### src/rtl/jt12_wrsched.sv
// Write scheduler for the JT12 FM core register port: arbitrates two requesters and
// sequences address/data strobes. Define JT12_WRSCHED_FIFO_EN to queue requester B in a 4-deep FIFO.
module jt12_wrsched #(
    parameter int WR_CYC  = 2,
    parameter int GAP_CYC = 2,
    parameter int TMO     = 255
) (
    input  logic       clk,
    input  logic       rst,
    input  logic       a_req,
    input  logic       a_part,
    input  logic [7:0] a_reg,
    input  logic [7:0] a_val,
    output logic       a_ack,
    input  logic       b_req,
    input  logic       b_part,
    input  logic [7:0] b_reg,
    input  logic [7:0] b_val,
    output logic       b_ack,
    output logic [7:0] din,
    output logic [1:0] addr,
    output logic       write,
    input  logic       busy,
    output logic       idle,
    output logic       tmo_err
);

    typedef enum logic [2:0] {IDLE, ADR, GAP, DAT, BWAIT} state_t;

    // A zero gap still needs one low cycle so the core sees a fresh rising edge.
    localparam int         GAP_N    = (GAP_CYC < 1) ? 1 : GAP_CYC;
    localparam logic [3:0] WR_LAST  = 4'(WR_CYC - 1);
    localparam logic [3:0] GAP_LAST = 4'(GAP_N - 1);
    localparam logic [8:0] TMO_LIM  = 9'(TMO);

    state_t      state;
    logic [3:0]  cnt;
    logic [7:0]  tcnt;
    logic        last_b;
    logic        cur_part;
    logic [7:0]  cur_val;
    logic        b_pend;
    logic [16:0] b_head;
    logic        b_ack_nxt;
    logic        gnt_a;
    logic        gnt_b;
    logic [16:0] sel;

`ifdef JT12_WRSCHED_FIFO_EN
    logic [16:0] fifo_mem [4];
    logic [1:0]  wr_ptr;
    logic [1:0]  rd_ptr;
    logic [2:0]  fill;
    logic        push;

    // b_ack high means the requester has not yet seen the previous push; skip that cycle.
    always_comb begin
        push      = b_req & (fill != 3'd4) & ~b_ack;
        b_pend    = (fill != 3'd0);
        b_head    = fifo_mem[rd_ptr];
        b_ack_nxt = push;
    end

    always_ff @(posedge clk) begin
        if (push) fifo_mem[wr_ptr] <= {b_part, b_reg, b_val};
    end

    always_ff @(posedge clk or negedge rst) begin
        if (!rst) begin
            wr_ptr <= 2'd0;
            rd_ptr <= 2'd0;
            fill   <= 3'd0;
        end else begin
            if (push)  wr_ptr <= wr_ptr + 2'd1;
            if (gnt_b) rd_ptr <= rd_ptr + 2'd1;
            case ({push, gnt_b})
                2'b10:   fill <= fill + 3'd1;
                2'b01:   fill <= fill - 3'd1;
                default: ;
            endcase
        end
    end
`else
    always_comb begin
        b_pend    = b_req;
        b_head    = {b_part, b_reg, b_val};
        b_ack_nxt = gnt_b;
    end
`endif

    // Round-robin: B wins a tie only when A was served last.
    always_comb begin
        gnt_b = (state == IDLE) & b_pend & (~a_req | ~last_b);
        gnt_a = (state == IDLE) & a_req & ~gnt_b;
        sel   = gnt_b ? b_head : {a_part, a_reg, a_val};
    end

    always_comb begin
        idle = (state == IDLE) & ~a_req & ~b_req;
`ifdef JT12_WRSCHED_FIFO_EN
        idle = idle & (fill == 3'd0);
`endif
    end

    always_ff @(posedge clk or negedge rst) begin
        if (!rst) begin
            state    <= IDLE;
            cnt      <= 4'd0;
            tcnt     <= 8'd0;
            last_b   <= 1'b1;
            cur_part <= 1'b0;
            cur_val  <= 8'd0;
            din      <= 8'd0;
            addr     <= 2'd0;
            write    <= 1'b0;
            a_ack    <= 1'b0;
            b_ack    <= 1'b0;
            tmo_err  <= 1'b0;
        end else begin
            a_ack   <= gnt_a;
            b_ack   <= b_ack_nxt;
            tmo_err <= 1'b0;
            case (state)
                IDLE: begin
                    if (gnt_a | gnt_b) begin
                        state    <= ADR;
                        cnt      <= 4'd0;
                        last_b   <= gnt_b;
                        cur_part <= sel[16];
                        cur_val  <= sel[7:0];
                        addr     <= {sel[16], 1'b0};
                        din      <= sel[15:8];
                        write    <= 1'b1;
                    end
                end
                ADR: begin
                    if (cnt == WR_LAST) begin
                        state <= GAP;
                        cnt   <= 4'd0;
                        write <= 1'b0;
                    end else begin
                        cnt <= cnt + 4'd1;
                    end
                end
                GAP: begin
                    if (cnt == GAP_LAST) begin
                        state <= DAT;
                        cnt   <= 4'd0;
                        addr  <= {cur_part, 1'b1};
                        din   <= cur_val;
                        write <= 1'b1;
                    end else begin
                        cnt <= cnt + 4'd1;
                    end
                end
                DAT: begin
                    if (cnt == WR_LAST) begin
                        state <= BWAIT;
                        cnt   <= 4'd0;
                        tcnt  <= 8'd0;
                        write <= 1'b0;
                    end else begin
                        cnt <= cnt + 4'd1;
                    end
                end
                BWAIT: begin
                    // The core may not have raised busy yet in the first cycle.
                    tcnt <= tcnt + 8'd1;
                    if (tcnt != 8'd0) begin
                        if (!busy) begin
                            state <= IDLE;
                        end else if (({1'b0, tcnt} + 9'd1) >= TMO_LIM) begin
                            tmo_err <= 1'b1;
                            state   <= IDLE;
                        end
                    end
                end
                default: begin
                    state <= IDLE;
                    write <= 1'b0;
                end
            endcase
        end
    end

endmodule

### config.mk
export PLATFORM = sky130hd
export DESIGN_NAME = jt12_wrsched
export DESIGN_NICKNAME = d
export VERILOG_FILES = /design/src/rtl/jt12_wrsched.sv
export SDC_FILE = /design/constraint.sdc
export NUM_CORES = 1
export LEC_CHECK = 0
export BUFFER_PORTS_ARGS = -buffer_cell sky130_fd_sc_hd__buf_2
export CORE_AREA = 3 3 50 98
export DETAILED_ROUTE_END_ITERATION = 8
export DIE_AREA = 0 0 53 101
export PLACE_DENSITY = 0.75
export SETUP_SLACK_MARGIN = 0.05
export SLEW_MARGIN = 20
export SYNTH_ARGS = -nofsm -noshare
export SYNTH_HDL_FRONTEND = slang
export SYNTH_SLANG_ARGS = --single-unit
### constraint.sdc
create_clock -name clk -period 2.8 [get_ports clk]
set_input_delay 0 -clock clk [delete_from_list [all_inputs] [get_ports clk]]
set_output_delay 0 -clock clk [all_outputs]
set_load 0.01 [all_outputs]
==> flow_summary.toml, run 1 <==
[status]
outcome = "complete, no violations"

[hold_path]
min_path_type = "input port to flop"
min_from = "a_val[3]"
hold_path_end = "cur_val[3]"
worstHoldPathCells = 3

[detailed_routing]
remaining_drc_errors = 0
vias = 1763
avgRoutedWirePerCell_um = 14.39
routed_via_density = 5.359
detail-route-antenna-nets = 0
drt_iter0_drc = 29
first_pass_iters = 4
postRouteWirelength_um = 4735

[placed_design]
hpwl_um = 3596
postPlaceCellArea_sq_um = 2407
place_congestion = 0.8091
io_buffer_count = 53

[power_and_ir_drop]
leakagePower_nw = 1.202
vdd_drop_max_v = 0.0005547
p_per_area_nw_per_um2 = 839.1
p_total_mw = 2.166

[critical_path]
ff2ff_path_depth = 6
rr_endpoint = "cur_val[2]"
end_kind = "flop"
cp_max_fo = 18
r2r-start = "state[2]"
worst_setup_path_start_kind = "flop"
cp.required_ps = 2950
critical_path_class = "flop to flop"
cp_data_arrival_time_ps = 2330
regToRegSetupSlack_ps = 610

[cts]
cts_inserted_buffers = 5
path_clk_slew_ps = 70
root_buffer = "clkbuf_8"
clockBufferDepth = 2
cts.sinks = 39
post_cts_resized = 0
hold_buffers = 7
clk_latency_ps = 290
post_cts_buffers = 0
h-tree-depth = 2
cts_tree = "done"

[floorplanning]
core_sq_um = 4297
dieArea_sq_um = 5353
fp.dieH_um = 101
ioPinCount = 54
row_count = 34
die_w_um = 53
start_util_pct = 50.03

[timing]
hold_viol = 0
rsz0062_at_grt = "false"
finalCritPeriodShare_pct = 78.12
slew_viol_final = 0
setup_tns_ps = 0
fin_skew_ps = 5.432
holdWs_ps = 7.833
final-setup-viol-count = 0
timing.final.crit_period_ps = 2187
worst_pin_slew_ps = 846.4
relSlewSlack_pct = 43.57
max_freq_ghz = 0.4571

[synthesis]
synth.distinct_cells = 48
synth_async_sr_flop_share_pct = 100.0
synth_top_area_cell = "dfrtp_1"
syn_inst = 217
postSynthAreaPerCell_sq_um = 9.906
yosysWarningCount = 0
synth_area_sq_um = 2150
ys_seq_elements = 39
synth_flop_cell = "dfrtp_1"
synth_seq_area_share_pct = 45.46
synth_edf_count = 0
synth_top_area_share_pct = 44.24
synthesis.nets = 259
synthTopCellsByArea = "dfrtp_1 44%, mux2i_1 7.9%, o21ai_0 5.8%, nand2_1 5.4%, o2bb2ai_1 3.3%"

[grt]
overflow = 0
grt_max_degree = 40
grt_pass1_wl_um = 8114
grt_pass1_vias = 1809
antenna_found_initial = 0
track_usage_pct = 20.54

[run]
cap_violations = 0

[final_layout]
drive_gt1_share_pct = 25.45
final_area_sq_um = 2581
fill_cells = 366
synthToLayoutAreaGrowth_pct = 20.08
num_antenna_cells = 0
fin_nets = 316
==> cells in the final DEF (no fill, tap or decap), drive strengths merged, types with 2 or more instances in the layout <==
cell / n
nor2: 18
inv: 6
o2bb2ai: 8
a21oi: 8
buf: 53
clkbuf: 8
nand3: 6
dfrtp: 38
ha: 3
nor3: 2
nor4: 2
o21ai: 28
a21o: 2
dlygate4sd3: 7
nand4: 2
mux2i: 17
xor2: 5
and3: 2
nor3b: 2
nor2b: 3
xnor2: 4
nand2: 32
==> layout make-up <==
cell class              instances  area, sq um  share of cell area [%]
inverters                       7        38.79                   1.503
flip-flops and latches         39        977.2                   37.86
clock buffers                   8        100.1                   3.878
well taps                      54        67.56                   2.618
multi-input cells             161         1062                   41.15
repair buffers                 60        335.3                   12.99
==> cells in the mapped netlist, types with 4 or more instances <==
master / number
o21ai_0: 25
xor2_1: 5
nand2_1: 31
o2bb2ai_1: 8
nor2_1: 18
buf_2: 5
nand3_1: 5
inv_1: 6
a21oi_1: 8
xnor2_1: 4
mux2i_1: 17
dfrtp_1: 38
==> metal layers <==
metal | part of all wire (%) | up-vias | track usage, %
met4 | 2.4 | 0 | 9.449
met3 | 3.7 | 12 | 2.963
met5 | 0 | - | 0
li1 | - | 886 | -
met1 | 37 | 810 | 21.99
met2 | 57 | 55 | 37.64
==> stage by stage <==
step                util (%)  std cells  setup slack [ps]
finish                 60.08        329             612.5
global route           60.08        329             484.3
CTS                    59.99        329             617.9
detailed placement     56.03        314             929.3
global placement       56.03        314             970.0
floorplan                  -        217              1165
==> power by group <==
part           switching (mW)  total (mW)  internal [mW]
sequential              0.184       0.941          0.757
combinational           0.458       0.804          0.346
clock                   0.196       0.421          0.225
==> flip-flops by register name (all words and copies together), names as in the netlist <==
signal / count
din: 8
tmo_err: 1
b_ack: 1
cur_val: 8
state: 3
a_ack: 1
cur_part: 1
last_b: 1
write: 1
tcnt: 8
addr: 2
cnt: 4
==> critical path, stage by stage (launching register included) <==
cell	delay [ps]
dfrtp_1	530
nor3_4	390
nand3_4	160
clkinv_8	140
mux2i_1	200
dlygate4sd3_1	560
o21ai_0	70
==> kinds of logic after synthesis <==
logic type	synth area share [%]
and+or+nand+nor	19.03
AOI/OAI and AO/OA	16.88
DFF	45.46
buffers and inverters	5.296
muxes	7.916
xor gates and xnor gates	3.667
adders and majority gates	1.746
==> worst max path at each step <==
stage / slack [ps] / startpoint / cells past startpoint / endpoint
finish: 610 / state[2] / 6 / cur_val[2]
global route: 480 / state[0] / 6 / cur_val[2]
CTS: 620 / state[2] / 6 / cur_val[5]
detailed placement: 930 / state[2] / 6 / addr[1]
global placement: 970 / state[2] / 6 / addr[1]
floorplan: 1160 / tcnt[0] / 6 / state[2]
No activity file was read; power rests on OpenSTA's default activity.
==> run 2: changes to the inputs <==
--- a/config.mk
+++ b/config.mk
@@ -6,10 +6,10 @@
 export NUM_CORES = 1
 export LEC_CHECK = 0
 export BUFFER_PORTS_ARGS = -buffer_cell sky130_fd_sc_hd__buf_2
-export CORE_AREA = 3 3 50 98
+export CORE_AREA = 3 3 52 101
 export DETAILED_ROUTE_END_ITERATION = 8
-export DIE_AREA = 0 0 53 101
-export PLACE_DENSITY = 0.75
+export DIE_AREA = 0 0 55 104
+export PLACE_DENSITY = 0.74
 export SETUP_SLACK_MARGIN = 0.05
 export SLEW_MARGIN = 20
 export SYNTH_ARGS = -nofsm -noshare
==> constraint.sdc (replaced) <==
create_clock -name clk -period 1.8 [get_ports clk]
set_input_delay 0 -clock clk [delete_from_list [all_inputs] [get_ports clk]]
set_output_delay 0 -clock clk [all_outputs]
set_load 0.01 [all_outputs]
==> run 2 against run 1 <==
  * First-iteration DRC count increased by 10%
  * Routed wire length increased by 4.6%
  * Design area increased by 9.1%
  * Clock skew increased by 2.8 ps
  * Die area increased by 6.9%
  * Clock-buffer cell count decreased by 2
  * Maximum frequency increased by 30%
  * Worst hold slack got worse by 1.3 ps
  * Worst setup slack got worse by 490 ps
  * Sequential share of layout area decreased by 2.9 points
  * Sequential power increased by 54%
  * Final cell count increased by 7.0%
  * Largest power group unchanged
==> flow_summary.toml, run 2 (synthesized netlist as in run 1, its figures left out) <==
[status]
outcome = "complete, no violations"

[hold_path]
hold_path_end = "cur_val[7]"
worstHoldPathCells = 3
min_from = "a_val[7]"
min_path_type = "input port to flop"

[detailed_routing]
drt_iter0_drc = 32
postRouteWirelength_um = 4951
detail-route-antenna-nets = 0
avgRoutedWirePerCell_um = 14.07
vias = 1864
first_pass_iters = 4
remaining_drc_errors = 0
routed_via_density = 5.295

[cts]
clk_latency_ps = 290
h-tree-depth = 2
cts_tree = "done"
cts.sinks = 39
root_buffer = "clkbuf_8"
cts_inserted_buffers = 5
clockBufferDepth = 2
path_clk_slew_ps = 80

[floorplanning]
fp.dieH_um = 104
dieArea_sq_um = 5720
die_w_um = 55
start_util_pct = 46.31
core_sq_um = 4642
ioPinCount = 54
row_count = 35

[timing]
timing.final.crit_period_ps = 1681
max_freq_ghz = 0.5948
slew_viol_final = 0
final-setup-viol-count = 0
hold_viol = 0
rsz0062_at_grt = "true"
setup_tns_ps = 0
fin_skew_ps = 8.243
finalCritPeriodShare_pct = 93.40
worst_pin_slew_ps = 474.3
relSlewSlack_pct = 68.38

[final_layout]
num_antenna_cells = 0
final_cells = 352
reg_top3 = "cur_val: 8 flops, din: 8 flops, tcnt: 8 flops"
post-route-util_pct = 60.65
layout_common_cells = "53 x buf_2, 33 x dfrtp_1, 31 x nand2_1, 25 x o21ai_0, 18 x nor2_1"
final_area_sq_um = 2815
layout_commonest_cell = "buf_2"
fin_nets = 338
drive_gt1_share_pct = 31.31
synthToLayoutAreaGrowth_pct = 30.97

[placed_design]
postPlaceCellArea_sq_um = 2521
io_buffer_count = 53
hpwl_um = 3693
place_congestion = 0.8342
placed_cells = 330

[run]
cap_violations = 0

[critical_path]
ff2ff_path_depth = 6
cp_data_arrival_time_ps = 1860
r2r-start = "tcnt[1]"
rr_endpoint = "state[2]"
cp_max_fo = 5
cp.required_ps = 1980
critical_path_class = "flop to flop"
regToRegSetupSlack_ps = 120
end_kind = "flop"
worst_setup_path_start_kind = "flop"

[grt]
grt_max_degree = 21
grt_pass1_vias = 1900
track_usage_pct = 20.08
overflow = 0
antenna_found_initial = 0
grt_pass1_wl_um = 8645

[power_and_ir_drop]
vdd_drop_max_v = 0.0009894
p_per_area_nw_per_um2 = 1313
leakagePower_nw = 1.319
run 2: stage by stage:
| step | total power [mW] | setup slack [ps] | hold slack (ps) |
|---|---|---|---|
| after floorplan | 2.385 | 164.9 | -295.6 |
| after global placement | 2.771 | 119.0 | -14.60 |
| after detailed placement | 2.813 | 61.55 | -8.418 |
| after CTS | 3.708 | 50.50 | 0.1034 |
| after global routing | 3.981 | 41.07 | 45.50 |
| final | 3.698 | 118.8 | 6.493 |
run 2: worst max-delay path, cell delays in order (launching register included):
cell     delay [ps]
dfrtp_1         400
buf_4           160
nand3_1         120
nor2_1          170
xor2_1          190
a41oi_1         180
a221o_1         350
run 2: what timing repair did:
action	4_1_cts	5_1_grt
hold endpoints to repair	25	0
resized for setup	0	9
buffers inserted	0	1
hold buffers	13	0
setup endpoints to repair	0	5
run 2: worst max path at each step:
stage | startpoint | end | slack, ps
global placement | state[2] | addr[1] | 120
CTS | state[0] | addr[1] | 50
global route | tcnt[1] | state[2] | 40
floorplan | tcnt[0] | state[2] | 160
detailed placement | state[1] | addr[1] | 60
finish | tcnt[1] | state[2] | 120
run 2: per-layer routing:
layer / GRT usage [%] / part of all wire, % / vias to the layer above
met5: 0 / 0 / -
met4: 9.217 / 2.6 / 0
met3: 3.156 / 3.9 / 11
met2: 35.34 / 57 / 50
met1: 21.83 / 36 / 882
li1: - / - / 921
run 2: cell type report:
cell class / instances / area (sq um)
clock buffers: 6 / 72.57
repair buffers: 82 / 515.5
multi-input cells: 161 / 1076
well taps: 55 / 68.82
inverters: 7 / 38.79
flip-flops and latches: 39 / 983.4
fillers: 428 / 1827
clock inverters: 2 / 60.06
run 2: where the power goes:
group | internal (mW) | switching, mW | total, mW
Clock | 0.554 | 0.312 | 0.866
Combinational | 0.642 | 0.744 | 1.39
Sequential | 1.19 | 0.261 | 1.45
